**src/rtl/disp_pkg.sv**
```systemverilog
// Shared constants and types for the seven-segment display scan controller.
package disp_pkg;

   localparam int unsigned NUM_DIGITS = 8;
   localparam logic [7:0]  ANI_OFF    = 8'hFF;
   localparam logic [3:0]  BCD_BLANK  = 4'hF;

   typedef enum logic [1:0] {GUARD, ON, OFF} scan_state_t;

endpackage

```
**src/rtl/disp_scan_ctrl_if.sv**
```systemverilog
// Bus between the stopwatch digit source, the scan controller and the segment decoder.
// Optional blink_mask field exists only when DISP_BLINK_EN is defined.
interface disp_scan_ctrl_if;
   import disp_pkg::*;

   logic [4*NUM_DIGITS-1:0] digits_in;
   logic                    lz_blank_en;
   logic [NUM_DIGITS-1:0]   dp_mask;
   logic [1:0]              brightness;
`ifdef DISP_BLINK_EN
   logic [NUM_DIGITS-1:0]   blink_mask;
`endif
   logic [NUM_DIGITS-1:0]   ani;
   logic [3:0]              bcd_val;
   logic                    dp_n;
   logic [2:0]              digit_sel;
   logic                    frame_start;

   modport master (
      output digits_in, lz_blank_en, dp_mask, brightness,
`ifdef DISP_BLINK_EN
      output blink_mask,
`endif
      input  ani, bcd_val, dp_n, digit_sel, frame_start
   );

   modport slave (
      input  digits_in, lz_blank_en, dp_mask, brightness,
`ifdef DISP_BLINK_EN
      input  blink_mask,
`endif
      output ani, bcd_val, dp_n, digit_sel, frame_start
   );

endinterface

```
**src/rtl/lz_blank_mask.sv**
```systemverilog
// Leading-zero blank mask: digit i (i >= 1) is blanked when it and every digit above it are zero.
module lz_blank_mask
   import disp_pkg::*;
(
   input  logic [4*NUM_DIGITS-1:0] digits,
   input  logic                    en,
   output logic [NUM_DIGITS-1:0]   blank
);

   logic zero_above;

   // Walk from the most significant digit down; digit 0 is never blanked.
   always_comb begin
      blank      = '0;
      zero_above = 1'b1;
      for (int i = NUM_DIGITS - 1; i >= 1; i--) begin
         zero_above = zero_above & (digits[4*i +: 4] == 4'd0);
         blank[i]   = en & zero_above;
      end
   end

endmodule

```
**src/rtl/disp_scan_ctrl.sv**
```systemverilog
// 8-digit multiplexed seven-segment scan controller with dead-time guard, duty dimming,
// leading-zero blanking and decimal points. Optional blinking when DISP_BLINK_EN is defined.
module disp_scan_ctrl
   import disp_pkg::*;
#(
   parameter int unsigned SCAN_DIV     = 12500,
   parameter int unsigned GUARD_CYCLES = 16
`ifdef DISP_BLINK_EN
   ,
   parameter int unsigned BLINK_FRAMES = 250
`endif
) (
   input logic              clk,
   input logic              rst,
   disp_scan_ctrl_if.slave  bus
);

   localparam int unsigned      CNT_W     = $clog2(SCAN_DIV);
   localparam int unsigned      ON_CYCLES = SCAN_DIV - GUARD_CYCLES;
   localparam logic [CNT_W-1:0] CNT_MAX   = CNT_W'(SCAN_DIV - 1);

   logic [CNT_W-1:0]        cnt_q;
   logic [2:0]              sel_q;
   logic [4*NUM_DIGITS-1:0] digits_q;
   logic                    lz_en_q;
   logic [NUM_DIGITS-1:0]   dp_q;
   logic [1:0]              bright_q;
   logic [NUM_DIGITS-1:0]   ani_q;
   logic [3:0]              bcd_q;
   logic                    dp_n_q;

   logic [NUM_DIGITS-1:0]   blank;
   logic [NUM_DIGITS-1:0]   sel_onehot;
   logic                    frame_tick;
   logic                    dark;
   logic [31:0]             on_len;
   logic [31:0]             cnt_ext;
   scan_state_t             state;

   // Gated by rst so the pulse shows on the first cycle after reset is released, not during it.
   assign frame_tick = (cnt_q == '0) && (sel_q == 3'd0) && !rst;
   assign sel_onehot = 8'd1 << sel_q;

   always_comb begin
      on_len  = ON_CYCLES >> (2'd3 - bright_q);
      cnt_ext = 32'(cnt_q);
      if (cnt_ext < GUARD_CYCLES) begin
         state = GUARD;
      end else if (cnt_ext < GUARD_CYCLES + on_len) begin
         state = ON;
      end else begin
         state = OFF;
      end
   end

   lz_blank_mask u_lz_blank_mask (
      .digits (digits_q),
      .en     (lz_en_q),
      .blank  (blank)
   );

`ifdef DISP_BLINK_EN
   localparam int unsigned FR_W = (BLINK_FRAMES > 1) ? $clog2(BLINK_FRAMES) : 1;

   logic [FR_W-1:0]       frame_cnt_q;
   logic                  phase_q;
   logic [NUM_DIGITS-1:0] blink_q;

   always_ff @(posedge clk) begin
      if (rst) begin
         frame_cnt_q <= '0;
         phase_q     <= 1'b0;
         blink_q     <= '0;
      end else if (frame_tick) begin
         blink_q <= bus.blink_mask;
         if (frame_cnt_q == FR_W'(BLINK_FRAMES - 1)) begin
            frame_cnt_q <= '0;
            phase_q     <= ~phase_q;
         end else begin
            frame_cnt_q <= frame_cnt_q + 1'b1;
         end
      end
   end

   assign dark = phase_q & blink_q[sel_q];
`else
   assign dark = 1'b0;
`endif

   always_ff @(posedge clk) begin
      if (rst) begin
         cnt_q    <= '0;
         sel_q    <= '0;
         digits_q <= '0;
         lz_en_q  <= 1'b0;
         dp_q     <= '0;
         bright_q <= 2'd3;
         ani_q    <= ANI_OFF;
         bcd_q    <= '0;
         dp_n_q   <= 1'b1;
      end else begin
         if (cnt_q == CNT_MAX) begin
            cnt_q <= '0;
            sel_q <= sel_q + 3'd1;
         end else begin
            cnt_q <= cnt_q + 1'b1;
         end

         // Inputs are frozen for the whole frame so a mid-frame update cannot tear.
         if (frame_tick) begin
            digits_q <= bus.digits_in;
            lz_en_q  <= bus.lz_blank_en;
            dp_q     <= bus.dp_mask;
            bright_q <= bus.brightness;
         end

         ani_q  <= ANI_OFF;
         dp_n_q <= 1'b1;
         if (state == ON && !dark) begin
            if (blank[sel_q]) begin
               bcd_q <= BCD_BLANK;
               // A blanked digit still lights its anode when only the decimal point is wanted.
               if (dp_q[sel_q]) begin
                  ani_q  <= ~sel_onehot;
                  dp_n_q <= 1'b0;
               end
            end else begin
               ani_q  <= ~sel_onehot;
               bcd_q  <= digits_q[{sel_q, 2'b00} +: 4];
               dp_n_q <= ~dp_q[sel_q];
            end
         end
      end
   end

   assign bus.ani         = ani_q;
   assign bus.bcd_val     = bcd_q;
   assign bus.dp_n        = dp_n_q;
   assign bus.digit_sel   = sel_q;
   assign bus.frame_start = frame_tick;

endmodule
```
**src/flat_wrapper.sv**
```systemverilog
// flat-port wrapper written by rule: the top's interface ports become plain ports
module disp_scan_ctrl_flat import disp_pkg::*;
#(
   parameter int unsigned SCAN_DIV     = 12500,
   parameter int unsigned GUARD_CYCLES = 16

)
  (clk, rst, bus_digits_in, bus_lz_blank_en, bus_dp_mask, bus_brightness, bus_ani, bus_bcd_val, bus_dp_n, bus_digit_sel, bus_frame_start);
  disp_scan_ctrl_if bus_i ();
  input logic clk;
  input logic rst;
  input wire logic [$bits(bus_i.digits_in)-1:0] bus_digits_in;
  input wire logic [$bits(bus_i.lz_blank_en)-1:0] bus_lz_blank_en;
  input wire logic [$bits(bus_i.dp_mask)-1:0] bus_dp_mask;
  input wire logic [$bits(bus_i.brightness)-1:0] bus_brightness;
  output wire logic [$bits(bus_i.ani)-1:0] bus_ani;
  output wire logic [$bits(bus_i.bcd_val)-1:0] bus_bcd_val;
  output wire logic [$bits(bus_i.dp_n)-1:0] bus_dp_n;
  output wire logic [$bits(bus_i.digit_sel)-1:0] bus_digit_sel;
  output wire logic [$bits(bus_i.frame_start)-1:0] bus_frame_start;
  assign bus_i.digits_in = bus_digits_in;
  assign bus_i.lz_blank_en = bus_lz_blank_en;
  assign bus_i.dp_mask = bus_dp_mask;
  assign bus_i.brightness = bus_brightness;
  assign bus_ani = bus_i.ani;
  assign bus_bcd_val = bus_i.bcd_val;
  assign bus_dp_n = bus_i.dp_n;
  assign bus_digit_sel = bus_i.digit_sel;
  assign bus_frame_start = bus_i.frame_start;
  disp_scan_ctrl #(.SCAN_DIV(SCAN_DIV), .GUARD_CYCLES(GUARD_CYCLES)) u_core (.clk(clk), .rst(rst), .bus(bus_i));
endmodule
```
**config.mk**
```make
export PLATFORM = sky130hd
export DESIGN_NAME = disp_scan_ctrl_flat
export DESIGN_NICKNAME = d
export VERILOG_FILES = /design/src/rtl/disp_pkg.sv /design/src/rtl/disp_scan_ctrl_if.sv /design/src/rtl/lz_blank_mask.sv /design/src/rtl/disp_scan_ctrl.sv /design/src/flat_wrapper.sv
export SDC_FILE = /design/constraint.sdc
export NUM_CORES = 1
export LEC_CHECK = 0
export CAP_MARGIN = 20
export CORE_UTILIZATION = 48
export DETAILED_ROUTE_END_ITERATION = 12
export PLACE_DENSITY = 0.76
export SLEW_MARGIN = 20
export SYNTH_ARGS = -nofsm -noshare
export SYNTH_HDL_FRONTEND = slang
export SYNTH_SLANG_ARGS = --single-unit
export TNS_END_PERCENT = 100
```
**constraint.sdc**
```tcl
create_clock -name clk -period 2.1 [get_ports clk]
set_input_delay 0.525 -clock clk [delete_from_list [all_inputs] [get_ports clk]]
set_output_delay 0.525 -clock clk [all_outputs]
set_load 0.03 [all_outputs]
```
==> qor.yml <==
ys_seq_elements: 73
drc_errors: 0
drv_slew: 0
worstSetupEndpointType: "primary output"
cp_data_arrival_time_ns: 2.07
setup_tns_ns: -5.81
fin_skew_ns: 0.00953
cap_violations: 0
p_comb_share_pct: 25.9
yosysSeqAreaShare_pct: 40.7
startpoint_type: "register"
synth-xor-area-share_pct: 3.41
crit_chain: "or4_4 -> nor4_4 -> nand4_1 -> nor2_4 -> buf_6"
track_usage_pct: 23.9
synth_top_family_by_area: "simple AND/OR/NAND/NOR gates"
ctsHoldBuffers: 0
power_frac_seq_pct: 41.5
grt_overflow: 0
reg2reg_setup_slack_ns: -0.17
design_area_um2: 5540
yosysMostFrequentCell: "nand2_1"
regArea_um2: 1470
cts_sinks: 73
rr_endpoint: "u_core.lz_en_q"
hold_depth: 2
clockBufferDepth: 2
r2r-start: "u_core.cnt_q[8]"
power_leakage_nw: 2.38
crit_fanout: 2
hpwl_mm: 6.20
tightest_slew_ns: 0.628
multi_input_area_um2: 2520
clockPowerShare_pct: 32.6
hold_path.class: "reg -> reg"
cp_data_required_time_ns: 1.57
cts_tree: "yes"
slew-limit-headroom_pct: 58.1
drive_above_1_share_pct: 37.5
grt_pass1_vias: 3079
num_vias: 3493
ys_warn_count: 0
yosys.area_share.simple_pct: 21.7
insertion_delay_ns: 0.36
core_region_area_um2: 7250
antenna_found_initial: 0
ys_top_cells_by_area: "dfxtp_1, nand2_1, ha_1"
nNetsFinal: 570
placed_area_um2: 4450
synthMuxAreaShare_pct: 7.94
finalCriticalPeriod_ns: 2.60
fin_hold_ws_ns: 0.479
cts_root_buf: "clkbuf_8"
synth_fp_nets: 475
wl_per_cell_um: 19.1
fmax_mhz: 385
start_util_pct: 49.5
netlist_area_um2: 3590
viasPerCell: 5.79
rsz0062_at_grt: "true"
peakVddDrop_v: 0.000435
row_count: 31
path_buf_inv: 1
period_share_pct: 124
die-area_um2: 7840
numCtsBuffers: 9
postRouteAntennaNets: 0
drt_iter0_markers: 141
synth-edff-count: 0
finalHoldViolations: 0
synthArstFlopShare_pct: 0
ios: 62
internal-power_w: 0.00263
slowest_stage: "or4_4"
worst_r2r_path_depth: 8
status: "finished, violations left"
pre_cts_ws_ns: -0.159
gp_congestion: 0.824
violations: "negative setup slack"
cp_top_family: "simple AND/OR/NAND/NOR gates"
synth.distinct_cells: 41
ys_top_cells_by_count: "nand2_1, dfxtp_1, a21oi_1"
synth_compound_gate_area_share_pct: 10.8
synth_top_area_share_pct: 40.7
setup_viol: 57
dr.pass1.iters: 5
synth_area_leader_cell: "dfxtp_1"
cts_max_level: 3
sw_frac_of_total_pct: 31.3
die_x_um: 88.5
antenna_cells: 0
syn_to_final_growth_pct: 54.2
min_from: "u_core.dp_q[6]"
drt_wl_total_mm: 11.5
fillCellCount: 449
setup_ws_ns: -0.499
p_per_area_nw_per_um2: 690
grt_pass1_wl_mm: 14.1
synth-main-ff-cell: "dfxtp_1"
fp.dieH_um: 88.5
grt_max_degree: 44
crit_type: "reg -> out"
startpoint: "u_core.cnt_q[8]"
syn_avg_cell_area_um2: 8.89
synth_fa_ha_area_share_pct: 9.05
switchingPower_w: 0.00120
io_buffers: 61
fin_util_pct: 76.4
holdPathEnd: "u_core.dp_q[6]"
critPathMaxStageDelay_ns: 0.55
synthCells: 404
path_clk_slew_ns: 0.08
-- cell type report --
cell class / instances / area share (%)
inverters: 19 / 1.33
multi-input cells: 289 / 45.6
flip-flops and latches: 73 / 26.5
clock inverters: 7 / 1.69
well taps: 99 / 2.24
repair buffers: 107 / 20.4
clock buffers: 9 / 2.24
-- metal layers --
metal,share of wire [%],wire length [um],vias up,GRT usage (%)
li1,-,-,1595,-
met1,39,4510,1641,28.2
met2,49,5590,186,41.8
met3,6.2,710,71,4.48
met4,6.1,698,0,11.3
met5,0,0,-,0
-- through the flow --
stage,instances,total power (W)
CTS,593,0.00335
floorplan,404,0.00192
global placement,574,0.00208
finish,603,0.00382
global route,603,0.00394
detailed placement,574,0.00210
-- timing repair --
item | 4_1_cts | 5_1_grt
pin swaps | 19 | 90
setup endpoints to repair | 14 | 57
resized for setup | 26 | 142
buffers inserted | 3 | 2
cloned | 0 | 8
-- logic make-up after synthesis --
| group | Yosys count |
|---|---|
| flops | 73 |
| xor+xnor | 14 |
| compound gates | 68 |
| mux | 16 |
| simple gates | 165 |
| buf+inv | 42 |
| fa+ha+maj | 26 |
-- sequential cells by signal, indices dropped and copies added (netlist names) --
name / cells
u_core.digits_q: 32
u_core.bus.dp_n: 1
u_core.bus.digit_sel: 3
u_core.lz_en_q: 1
u_core.bus.bcd_val: 4
u_core.cnt_q: 14
u_core.dp_q: 8
u_core.bus.ani: 8
u_core.bright_q: 2
-- power by group through the flow --
stage               Clock (W)  Combinational (W)  Sequential (W)
floorplan                   0           0.000375         0.00155
global placement            0           0.000523         0.00156
detailed placement          0           0.000538         0.00157
CTS                   0.00123           0.000589         0.00154
global route          0.00130            0.00104         0.00159
finish                0.00124           0.000990         0.00159
-- worst min-delay path, cell delays in order (launching register included) --
cell	delay (ns)
dfxtp_1	0.34
nand2_4	0.07
a21oi_2	0.04
-- worst max-delay path by stage --
| stage | end | slack (ns) | cells after the start |
|---|---|---|---|
| 6_report | bus_frame_start | -0.50 | 5 |
| 5_1_grt | bus_frame_start | -0.55 | 5 |
| 4_1_cts | bus_frame_start | -0.44 | 5 |
| 3_5_place_dp | u_core.bus.dp_n | -0.16 | 9 |
| 3_3_place_gp | u_core.bus.dp_n | -0.1 | 9 |
| 2_1_floorplan | bus_frame_start | -0.19 | 5 |
-- layout by cell type (no fill, tap or decap), types with 4 or more instances in the layout --
master / Yosys / layout
a21oi_2: 0 / 42
dfxtp_2: 0 / 4
buf_12: 0 / 6
a221oi_2: 0 / 4
ha_4: 0 / 6
nand2_1: 95 / 51
clkbuf_16: 0 / 5
buf_6: 1 / 5
nand3b_1: 4 / 4
dfxtp_1: 73 / 68
clkdlybuf4s50_1: 0 / 59
a21oi_1: 47 / 5
nor2b_1: 5 / 5
xor2_1: 8 / 8
ha_1: 26 / 19
nor4_1: 7 / 7
inv_1: 18 / 15
xnor2_1: 6 / 6
nor2_1: 20 / 19
clkbuf_8: 1 / 9
buf_4: 1 / 31
nand4_1: 11 / 11
and3_1: 6 / 6
mux4_2: 10 / 10
mux2i_1: 6 / 6
nand2_4: 0 / 41
(Power assumes the default switching activity.)
